[src/rtl/seven_segment_pkg.sv]
// Shared types and constants for the seven-segment scan controller.
package seven_segment_pkg;

    // Scan slot phase: all digits dark, then one digit driven.
    typedef enum logic [0:0] {
        BLANK = 1'b0,
        DRIVE = 1'b1
    } scan_state_e;

    // One displayable frame as captured from the handshake interface.
    typedef struct packed {
        logic [31:0] data;
        logic [7:0]  point;
        logic [7:0]  mask;
    } frame_t;

    // Bit positions inside the active-high {dp,g,f,e,d,c,b,a} segment byte.
    localparam int SEG_A  = 0;
    localparam int SEG_B  = 1;
    localparam int SEG_C  = 2;
    localparam int SEG_D  = 3;
    localparam int SEG_E  = 4;
    localparam int SEG_F  = 5;
    localparam int SEG_G  = 6;
    localparam int SEG_DP = 7;

    // Active-high a..g patterns for hex digits 0..F (b and d are lower case).
    localparam logic [6:0] HEX_SEG [16] = '{
        7'h3F, 7'h06, 7'h5B, 7'h4F, 7'h66, 7'h6D, 7'h7D, 7'h07,
        7'h7F, 7'h6F, 7'h77, 7'h7C, 7'h39, 7'h5E, 7'h79, 7'h71
    };

endpackage

[src/rtl/seven_segment_scanner_if.sv]
// Frame transfer channel into the scanner: payload plus valid/ready handshake.
interface seven_segment_scanner_if;

    logic [31:0] data;
    logic [7:0]  pointEnable;
    logic [7:0]  digitMask;
    logic        dataValid;
    logic        dataReady;

    modport master (
        output data,
        output pointEnable,
        output digitMask,
        output dataValid,
        input  dataReady
    );

    modport slave (
        input  data,
        input  pointEnable,
        input  digitMask,
        input  dataValid,
        output dataReady
    );

endinterface

[src/rtl/seven_segment_hex_decoder.sv]
// Hex nibble to active-high a..g segment pattern (purely combinational).
module seven_segment_hex_decoder
    import seven_segment_pkg::*;
(
    input  logic [3:0] nibble,
    output logic [6:0] segments
);

    assign segments = HEX_SEG[nibble];

endmodule

[src/rtl/seven_segment_scanner.sv]
// Time-multiplexed scan controller for an 8-digit common-anode display.
// A frame is accepted into a pending buffer and promoted to the active
// buffer only when the digit index wraps, so a frame is never torn.
module seven_segment_scanner
    import seven_segment_pkg::*;
#(
    parameter int TICKS_PER_DIGIT = 100000,
    parameter int BLANK_TICKS     = 16,
    parameter int DIGIT_COUNT     = 8
) (
    input  logic                   clock,
    input  logic                   resetN,
    seven_segment_scanner_if.slave bus,
    output logic [7:0]             segmentEnableN,
    output logic [7:0]             digitEnableN,
    output logic                   frameStart,
    output logic [2:0]             currentDigit
);

    localparam int              CNT_W      = $clog2(TICKS_PER_DIGIT);
    localparam logic [CNT_W-1:0] LAST_BLANK = CNT_W'(BLANK_TICKS - 1);
    localparam logic [CNT_W-1:0] LAST_TICK  = CNT_W'(TICKS_PER_DIGIT - 1);
    localparam logic [2:0]       LAST_DIGIT = 3'(DIGIT_COUNT - 1);

    scan_state_e      state;
    logic [CNT_W-1:0] tick;
    logic [2:0]       digit;

    frame_t active;
    frame_t pending;
    logic   pending_full;
    logic   pending_full_next;
    logic   data_ready;

    logic       slot_end;
    logic       frame_end;
    logic       accept;
    logic [3:0] nibble;
    logic [6:0] hex_segments;
    logic [7:0] drive_segments;

    assign slot_end      = (state == DRIVE) && (tick == LAST_TICK);
    assign frame_end     = slot_end && (digit == LAST_DIGIT);
    assign accept        = bus.dataValid && data_ready;
    assign bus.dataReady = data_ready;
    assign nibble        = active.data[{digit, 2'b00} +: 4];

    seven_segment_hex_decoder u_hex_decoder (
        .nibble   (nibble),
        .segments (hex_segments)
    );

    // Assemble the active-high segment byte for the digit being scanned.
    always_comb begin
        drive_segments                 = '0;
        drive_segments[SEG_G:SEG_A]    = hex_segments;
        drive_segments[SEG_DP]         = active.point[digit];
    end

    // Slot sequencer: blank guard, drive window, then advance to next digit.
    always_ff @(posedge clock) begin
        // NOTE: sequential state uses <= so every flop samples pre-edge values.
        if (!resetN) begin
            state <= BLANK;
            tick  <= '0;
            digit <= '0;
        end else begin
            case (state)
                BLANK: begin
                    tick <= tick + 1'b1;
                    if (tick == LAST_BLANK) begin
                        state <= DRIVE;
                    end
                end
                DRIVE: begin
                    if (tick == LAST_TICK) begin
                        tick  <= '0;
                        state <= BLANK;
                        digit <= (digit == LAST_DIGIT) ? 3'd0 : digit + 3'd1;
                    end else begin
                        tick <= tick + 1'b1;
                    end
                end
                default: begin
                    state <= BLANK;
                    tick  <= '0;
                end
            endcase
        end
    end

    // Next occupancy of the pending buffer; ready is registered from this so
    // it always equals the complement of the pending flag.
    always_comb begin
        // NOTE: default first so no path leaves the signal unassigned (no latch).
        pending_full_next = pending_full;
        if (frame_end) begin
            pending_full_next = 1'b0;
        end
        if (accept) begin
            pending_full_next = 1'b1;
        end
    end

    // Handshake capture and frame-boundary promotion of pending to active.
    always_ff @(posedge clock) begin
        // NOTE: both buffers are ordinary flops, so clearing them on reset is cheap and intended.
        if (!resetN) begin
            active       <= '0;
            pending      <= '0;
            pending_full <= 1'b0;
            data_ready   <= 1'b0;
        end else begin
            if (frame_end && pending_full) begin
                active <= pending;
            end
            if (accept) begin
                pending <= '{data: bus.data, point: bus.pointEnable, mask: bus.digitMask};
            end
            pending_full <= pending_full_next;
            data_ready   <= !pending_full_next;
        end
    end

    // Registered pin drivers, one cycle behind the sequencer state.
    always_ff @(posedge clock) begin
        if (!resetN) begin
            segmentEnableN <= 8'hFF;
            digitEnableN   <= 8'hFF;
            frameStart     <= 1'b0;
            currentDigit   <= 3'd0;
        end else begin
            frameStart   <= (state == BLANK) && (tick == '0) && (digit == 3'd0);
            currentDigit <= digit;
            if (state == DRIVE) begin
                digitEnableN   <= active.mask[digit] ? ~(8'h01 << digit) : 8'hFF;
                segmentEnableN <= ~drive_segments;
            end else begin
                digitEnableN   <= 8'hFF;
                segmentEnableN <= 8'hFF;
            end
        end
    end

endmodule

[src/flat_wrapper.sv]
// flat-port wrapper written by rule: the top's interface ports become plain ports
module seven_segment_scanner_flat import seven_segment_pkg::*;
#(
    parameter int TICKS_PER_DIGIT = 100000,
    parameter int BLANK_TICKS     = 16,
    parameter int DIGIT_COUNT     = 8
)
  (clock, resetN, segmentEnableN, digitEnableN, frameStart, currentDigit, bus_data, bus_pointEnable, bus_digitMask, bus_dataValid, bus_dataReady);
  seven_segment_scanner_if bus_i ();
  input  logic clock;
  input  logic resetN;
  output logic [7:0] segmentEnableN;
  output logic [7:0] digitEnableN;
  output logic frameStart;
  output logic [2:0] currentDigit;
  input wire logic [$bits(bus_i.data)-1:0] bus_data;
  input wire logic [$bits(bus_i.pointEnable)-1:0] bus_pointEnable;
  input wire logic [$bits(bus_i.digitMask)-1:0] bus_digitMask;
  input wire logic [$bits(bus_i.dataValid)-1:0] bus_dataValid;
  output wire logic [$bits(bus_i.dataReady)-1:0] bus_dataReady;
  assign bus_i.data = bus_data;
  assign bus_i.pointEnable = bus_pointEnable;
  assign bus_i.digitMask = bus_digitMask;
  assign bus_i.dataValid = bus_dataValid;
  assign bus_dataReady = bus_i.dataReady;
  seven_segment_scanner #(.TICKS_PER_DIGIT(TICKS_PER_DIGIT), .BLANK_TICKS(BLANK_TICKS), .DIGIT_COUNT(DIGIT_COUNT)) u_core (.clock(clock), .resetN(resetN), .bus(bus_i), .segmentEnableN(segmentEnableN), .digitEnableN(digitEnableN), .frameStart(frameStart), .currentDigit(currentDigit));
endmodule
[config.mk]
export PLATFORM = sky130hd
export DESIGN_NAME = seven_segment_scanner_flat
export DESIGN_NICKNAME = d
export VERILOG_FILES = /design/src/rtl/seven_segment_pkg.sv /design/src/rtl/seven_segment_scanner_if.sv /design/src/rtl/seven_segment_hex_decoder.sv /design/src/rtl/seven_segment_scanner.sv /design/src/flat_wrapper.sv
export SDC_FILE = /design/constraint.sdc
export NUM_CORES = 1
export LEC_CHECK = 0
export CORE_ASPECT_RATIO = 0.8
export CORE_UTILIZATION = 50
export DETAILED_ROUTE_END_ITERATION = 8
export PLACE_DENSITY = 0.77
export SLEW_MARGIN = 25
export SYNTH_ARGS = -nofsm -noshare
export SYNTH_HDL_FRONTEND = slang
export SYNTH_HIERARCHICAL = 1
export SYNTH_SLANG_ARGS = --single-unit
[constraint.sdc]
create_clock -name clock -period 2.5 [get_ports clock]
set_input_delay 0.25 -clock clock [delete_from_list [all_inputs] [get_ports clock]]
set_output_delay 0.25 -clock clock [all_outputs]
set_load 0.005 [all_outputs]
== Word level (Yosys, flattened, before mapping) ==
Memory sizes are Yosys's and may differ from the RTL's.
Index checks and enable logic that the tools add are counted.

* Flip-flop bits (word level): 139
* Bits in read-only memories: 112
* Memories kept: 1

{| class="wikitable"
|+ Memories
! memory !! depth !! bits a word !! read ports !! clocked after memory_dff !! write ports !! RTL line !! source
|-
| (no name shown) || 16 || 7 || 1 || 0 || 0 || seven_segment_hex_decoder.sv:9 || <nowiki>assign segments = HEX_SEG[nibble];</nowiki>
|}

* Add/sub/neg operators: 2
* Magnitude comparators: 2
* Equality and inequality tests: 3
* Shift operators: 2
* Muxes and demuxes: 14
* Bitwise gates (word level): 4
* Reductions and logical operators: 12

{| class="wikitable"
|+ Operator list
! operator !! number
|-
| 17-bit one-hot mux with 2 select lines || 1
|-
| 32-bit by 6-bit indexed part select with 4-bit output || 1
|-
| 17-bit by 1-bit adder with 17-bit output (second input constant) || 1
|-
| 17-bit == test (second input constant) || 1
|-
| 17-bit by 4-bit == test with 1-bit output (second input constant) || 1
|-
| 17-bit zero test || 1
|-
| 17-bit two-way mux || 1
|-
| 8-bit NOT || 2
|-
| 7-bit two-way mux || 2
|-
| 1-bit by 3-bit << shifter with 8-bit output (first input constant) || 1
|-
| 1-bit binary-select mux with 3-bit select || 2
|-
| 1-bit logical AND || 6
|-
| 1-bit two-way mux || 6
|-
| 5-bit >= comparator (second input constant) || 1
|-
| 4-bit NOT with 5-bit output || 1
|-
| 3-bit by 4-bit < comparator with 1-bit output (second input constant) || 1
|-
| 2-bit AND reduction || 2
|-
| 3-bit by 1-bit adder with 3-bit output (second input constant) || 1
|-
| 3-bit == test (second input constant) || 1
|-
| 3-bit zero test || 1
|-
| 3-bit two-way mux || 1
|-
| 3-bit AND reduction || 1
|-
| 1-bit one-hot mux with 2 select lines || 1
|-
| 1-bit zero test || 1
|-
| 1-bit NOT || 1
|}

== Logic depth before layout (Yosys ltp) ==
* Word-level depth: 6
* Gate-level depth with buffers: 10
* Mapped depth without buffers: 8

== Cells and area by module ==
Netlist, hierarchy kept.

{| class="wikitable"
|+ By module, submodules not included
! module !! times used !! cells each !! area each (µm²) !! sequential area each (µm²)
|-
| seven_segment_scanner || 1 || 641 || 5534.1 || 2782.7
|-
| seven_segment_hex_decoder || 1 || 33 || 287.8 || 0.0
|}

== Worst setup path after synthesis ==
OpenSTA, ideal clock, no wires.

* Path type: register -> register
* Start point: register u_core.digit[0]
* End point: register u_core.segmentEnableN[3]
* Library setup time: 0.061 ns
* Arrival time: 2.671 ns
* Required time: 2.439 ns
* Slack: -0.232 ns
* Stages on the path, launching flop included: 10
* Buffers on the path: 2
* Period minus slack after synthesis: 2.732 ns
* Cells stage by stage: dfxtp_1 -> clkbuf_1 -> buf_1 -> mux4_2 -> nand2_1 -> nand2_1 -> inv_1 -> ha_1 -> mux4_1 -> nand2_1

* Word-level cells in the longest chain between the ends: 6

{| class="wikitable"
|+ Ends and longest elaborated chain
! item !! RTL line !! source
|-
| from (decl) || seven_segment_scanner.sv:27 || <nowiki>logic [2:0] digit;</nowiki>
|-
| from (signal assigned) || seven_segment_scanner.sv:79 || <nowiki>digit <= (digit == LAST_DIGIT) ? 3'd0 : digit + 3'd1;</nowiki>
|-
| 32-bit by 6-bit indexed part select with 4-bit output || seven_segment_scanner.sv:46 || <nowiki>assign nibble = active.data[{digit, 2'b00} +: 4];</nowiki>
|-
| net u_core.nibble[0] || seven_segment_scanner.sv:38 || <nowiki>logic [3:0] nibble;</nowiki>
|-
| 4-bit NOT with 5-bit output (not written as such) || seven_segment_hex_decoder.sv:9 ||
|-
| memory 16 x 7 bit || n/a ||
|-
| 7-bit two-way mux (not written as such) (2 in a row) || seven_segment_hex_decoder.sv:9 ||
|-
| net u_core.hex_segments[3] || seven_segment_scanner.sv:39 || <nowiki>logic [6:0] hex_segments;</nowiki>
|-
| 8-bit NOT || seven_segment_scanner.sv:137 || <nowiki>segmentEnableN <= ~drive_segments;</nowiki>
|-
| to (signal assigned) || seven_segment_scanner.sv:137 ||
|-
| to (decl) || seven_segment_scanner.sv:14 || <nowiki>output logic [7:0] segmentEnableN,</nowiki>
|}

The timed path passes the listed nets, and every way through them passes these cells. The select of a mux whose other input is x is not followed.
A chain may end at the register's enable or synchronous reset.

== Worst setup path in the final report ==
* Start point: register u_core.digit[1]
* End point: register u_core.segmentEnableN[6]

Same word-level chain as after synthesis.

==> flow_summary.ini <==
[status]
run_status = finished clean

[synth]
synth.yosys.seq_area_share_pct = 47.8
synth.mux.area_fraction_pct = 6.58
synth_warn = 6
combinational_family_with_the_most_area_after_synthesis = simple AND/OR/NAND/NOR gates
synthSimpleGateAreaFrac_pct = 21.1
syn_inst = 674
share_of_synthesized_cell_area_in_full_adder_half_adder_and_majority_cells_pct = 3.22
syn_area_sq_mm = 0.00582
synth_area_per_cell_sq_um = 8.64
syn-num-nets = 740
synth-seq-cells = 139
synth_enable_flop_cells = 0
fraction_of_the_mapped_netlist_area_in_compound_gates_pct = 13.9
synth_xor_xnor_area_share_pct = 2.11
synth_cell_types = 48
async_reset_ff_share_pct = 0
synth_top_flop_cell = dfxtp_1

[drt]
detail_route.vias_per_cell = 5.68
drcViolationCount = 0
routedWlPerCell_microns = 15.6
first_pass_detailed_route_iteration_total = 5
first_iter_violations = 541
num_vias = 4974
routed_antenna_nets = 0
drt-total-wl_mm = 13.6

[clock_network]
ctsRootBufferMaster = clkbuf_16
cts_tree = built
post_cts_buffers = 0
total_clock_sinks = 139
h-tree-depth = 4
skew_pair_late_insertion_delay_ns = 0.42
cts-buffers-inserted = 17
cts.clk_slew.worst_paths_ns = 0.06
cts.path.max_buffers = 2
ctsHoldBuffers = 0

[global_route]
grt_pass1_wl_mm = 23.0
gr-usage-all-layers_pct = 24.3
antenna_violations_before_repair = 0
grt_overflow_total = 0
grt_start_max_net_pins = 63
number_of_global_route_vias_before_repair = 4787

[timing]
fin_crit_ns = 2.31
finalMaxSlewViolations = 0
finalCritPeriodShare_pct = 92.2
finClkSkew_ns = 0.00690
hold_viol = 0
setup_repair_after_global_routing_missed_its_margin = no
report.final.setup_viol = 0
worst_pin_slew_ns = 0.607
max_freq_mhz = 434
setup-tns-final_ns = 0
setup_ws_ns = 0.195
worst_slew_margin_rel_pct = 59.5

[place]
place_hpwl_mm = 9.03
final_weighted_congestion_in_routability_driven_placement = 0.871
io_buffers = 71
pre_cts_slack_ns = 0.181

[worst_setup_path]
critical-path-top-cell-by-count = nand2_1
worstPathMaxFanout = 15
cp_num_buf_inv = 1
cpMaxStageDelayCell = mux4_2
start_kind = register
arrival_ns = 2.61
cp_class = register to register
r2r_slack_ns = 0.19
cpPeakStageDelay_ns = 0.56
cp-end-kind = register
critPathTopFamily = multiplexers
worst_ep_required_time_ns = 2.80
crit_path_cell_trace = buf_4, mux4_2, nand2_1, nand2_1, mux2_2, a21oi_1, nand2_1

[final_layout]
insertedDiodeCount = 0
area_of_combinational_cells_with_multiple_inputs_sq_mm = 0.00274
layout-drive-gt1-share_pct = 9.56
flow.area_growth_from_synthesis_pct = 23.6
final_core_util_pct = 64.8
register_area_sq_mm = 0.00278
layout.nets = 787
final.fill_count = 876

[pwr]
totalPowerFinal_uw = 5020
peak_supply_drop_uv = 478
pwr_density_cell_mw_per_mm2 = 698
p_leak_uw = 0.00249

[floorplanning]
boundaryPins = 72
die_w_microns = 123
rows = 34
dieArea_sq_mm = 0.0121
area_of_the_core_sq_mm = 0.0111
initial_utilization_pct = 52.4
chipHeight_microns = 98.5

[min_path]
min_path_type = primary input to register

[flow_run]
max_cap_viol_count = 0
[flip-flops by register name (all words and copies together), names as in the netlist]
signal,cells
u_core/active,48
u_core/bus.dataReady,1
u_core/currentDigit,3
u_core/digit,3
u_core/digitEnableN,8
u_core/frameStart,1
u_core/pending,48
u_core/pending_full,1
u_core/segmentEnableN,8
u_core/state,1
u_core/tick,17
[area by class of cell]
type	instances	share of cell area, %
well taps	144	2.50
clock buffers	24	7.11
multi-input cells	460	38.1
inverters	16	0.835
clock inverters	6	1.18
flip-flops and latches	139	38.7
repair buffers	87	11.5
[cell usage after synthesis (5+ instances only)]
library cell | n | share of area (%)
nor2_1 | 20 | 1.3
buf_2 | 8 | 0.69
o21ai_0 | 46 | 4.0
a21oi_1 | 101 | 8.7
ha_1 | 15 | 3.2
nand2_1 | 136 | 8.8
xor2_1 | 9 | 1.4
inv_1 | 15 | 0.97
nor3_1 | 6 | 0.52
clkbuf_1 | 47 | 3.0
mux2_2 | 5 | 0.97
mux4_2 | 12 | 4.6
dfxtp_1 | 139 | 48
xnor2_1 | 5 | 0.75
nand4_1 | 57 | 6.1
nand3_1 | 7 | 0.60
[cells in the final DEF (no fill, tap or decap), drive strengths merged, types with 3 or more instances in the layout]
cell             n
clkdlybuf4s50   71
buf             16
mux2             5
o21ai           48
mux4            13
xnor2            5
nand3            7
dfxtp          139
nor4             6
a21oi          101
and2             4
and3             3
nor3             6
xor2             9
and4             3
nand4           57
ha              15
nor2            20
clkinv           3
inv             15
nand2          136
mux2i            3
clkbuf          24
[where the power goes]
part	internal (uW)	total, uW	switching, uW
combinational	113	216	103
clock	1610	2510	902
sequential	2260	2290	29.8
total	3990	5020	1030
[cells by family (layout without fill, tap and decap cells)]
logic type | Yosys count | after routing
xor+xnor | 14 | 14
buf+inv | 75 | 133
compound gates | 157 | 157
fa+ha+maj | 15 | 15
simple gates | 253 | 253
mux | 21 | 21
flops | 139 | 139
[what timing repair did]
item                                   in CTS  in global routing
endpoints found under the hold margin       0                  0
setup endpoints to repair                   0                 18
resized for setup                           0                  1
[layer usage]
layer	vias to the layer above	GRT usage (%)	part of all wire, %
met5	-	0	0
met4	0	7.97	1.0
met3	16	7.12	6.4
met2	167	37.1	47
met1	2336	32.8	46
li1	2455	-	-
[final timing paths]
path | startpoint | endpoint | depth (start not counted)
worst min-delay path | bus_data[29] | u_core/pending[45]$_SDFFE_PN0P_ | 3
worst min register to register | u_core/pending[8]$_SDFFE_PN0P_ | u_core/pending[8]$_SDFFE_PN0P_ | 2
worst max register to register | u_core/digit[1]$_SDFFE_PN0P_ | u_core/segmentEnableN[6]$_SDFF_PN1_ | 7
worst max-delay path | u_core/digit[1]$_SDFFE_PN0P_ | u_core/segmentEnableN[6]$_SDFF_PN1_ | 7
[tightest hold or removal path, stage by stage]
cell and delay (ns):
clkdlybuf4s50_1 0.39, nand2_1 0.05, a21oi_1 0.05
[through the flow]
step | instances | cell area [sq um] | hold WS, ns
floorplan | 674 | 5830 | 0.365
global placement | 846 | 6600 | 0.449
detailed placement | 846 | 6600 | 0.449
CTS | 876 | 7190 | 0.372
global route | 876 | 7190 | 0.376
finish | 876 | 7190 | 0.380
Power figures use the tool's default switching activity.
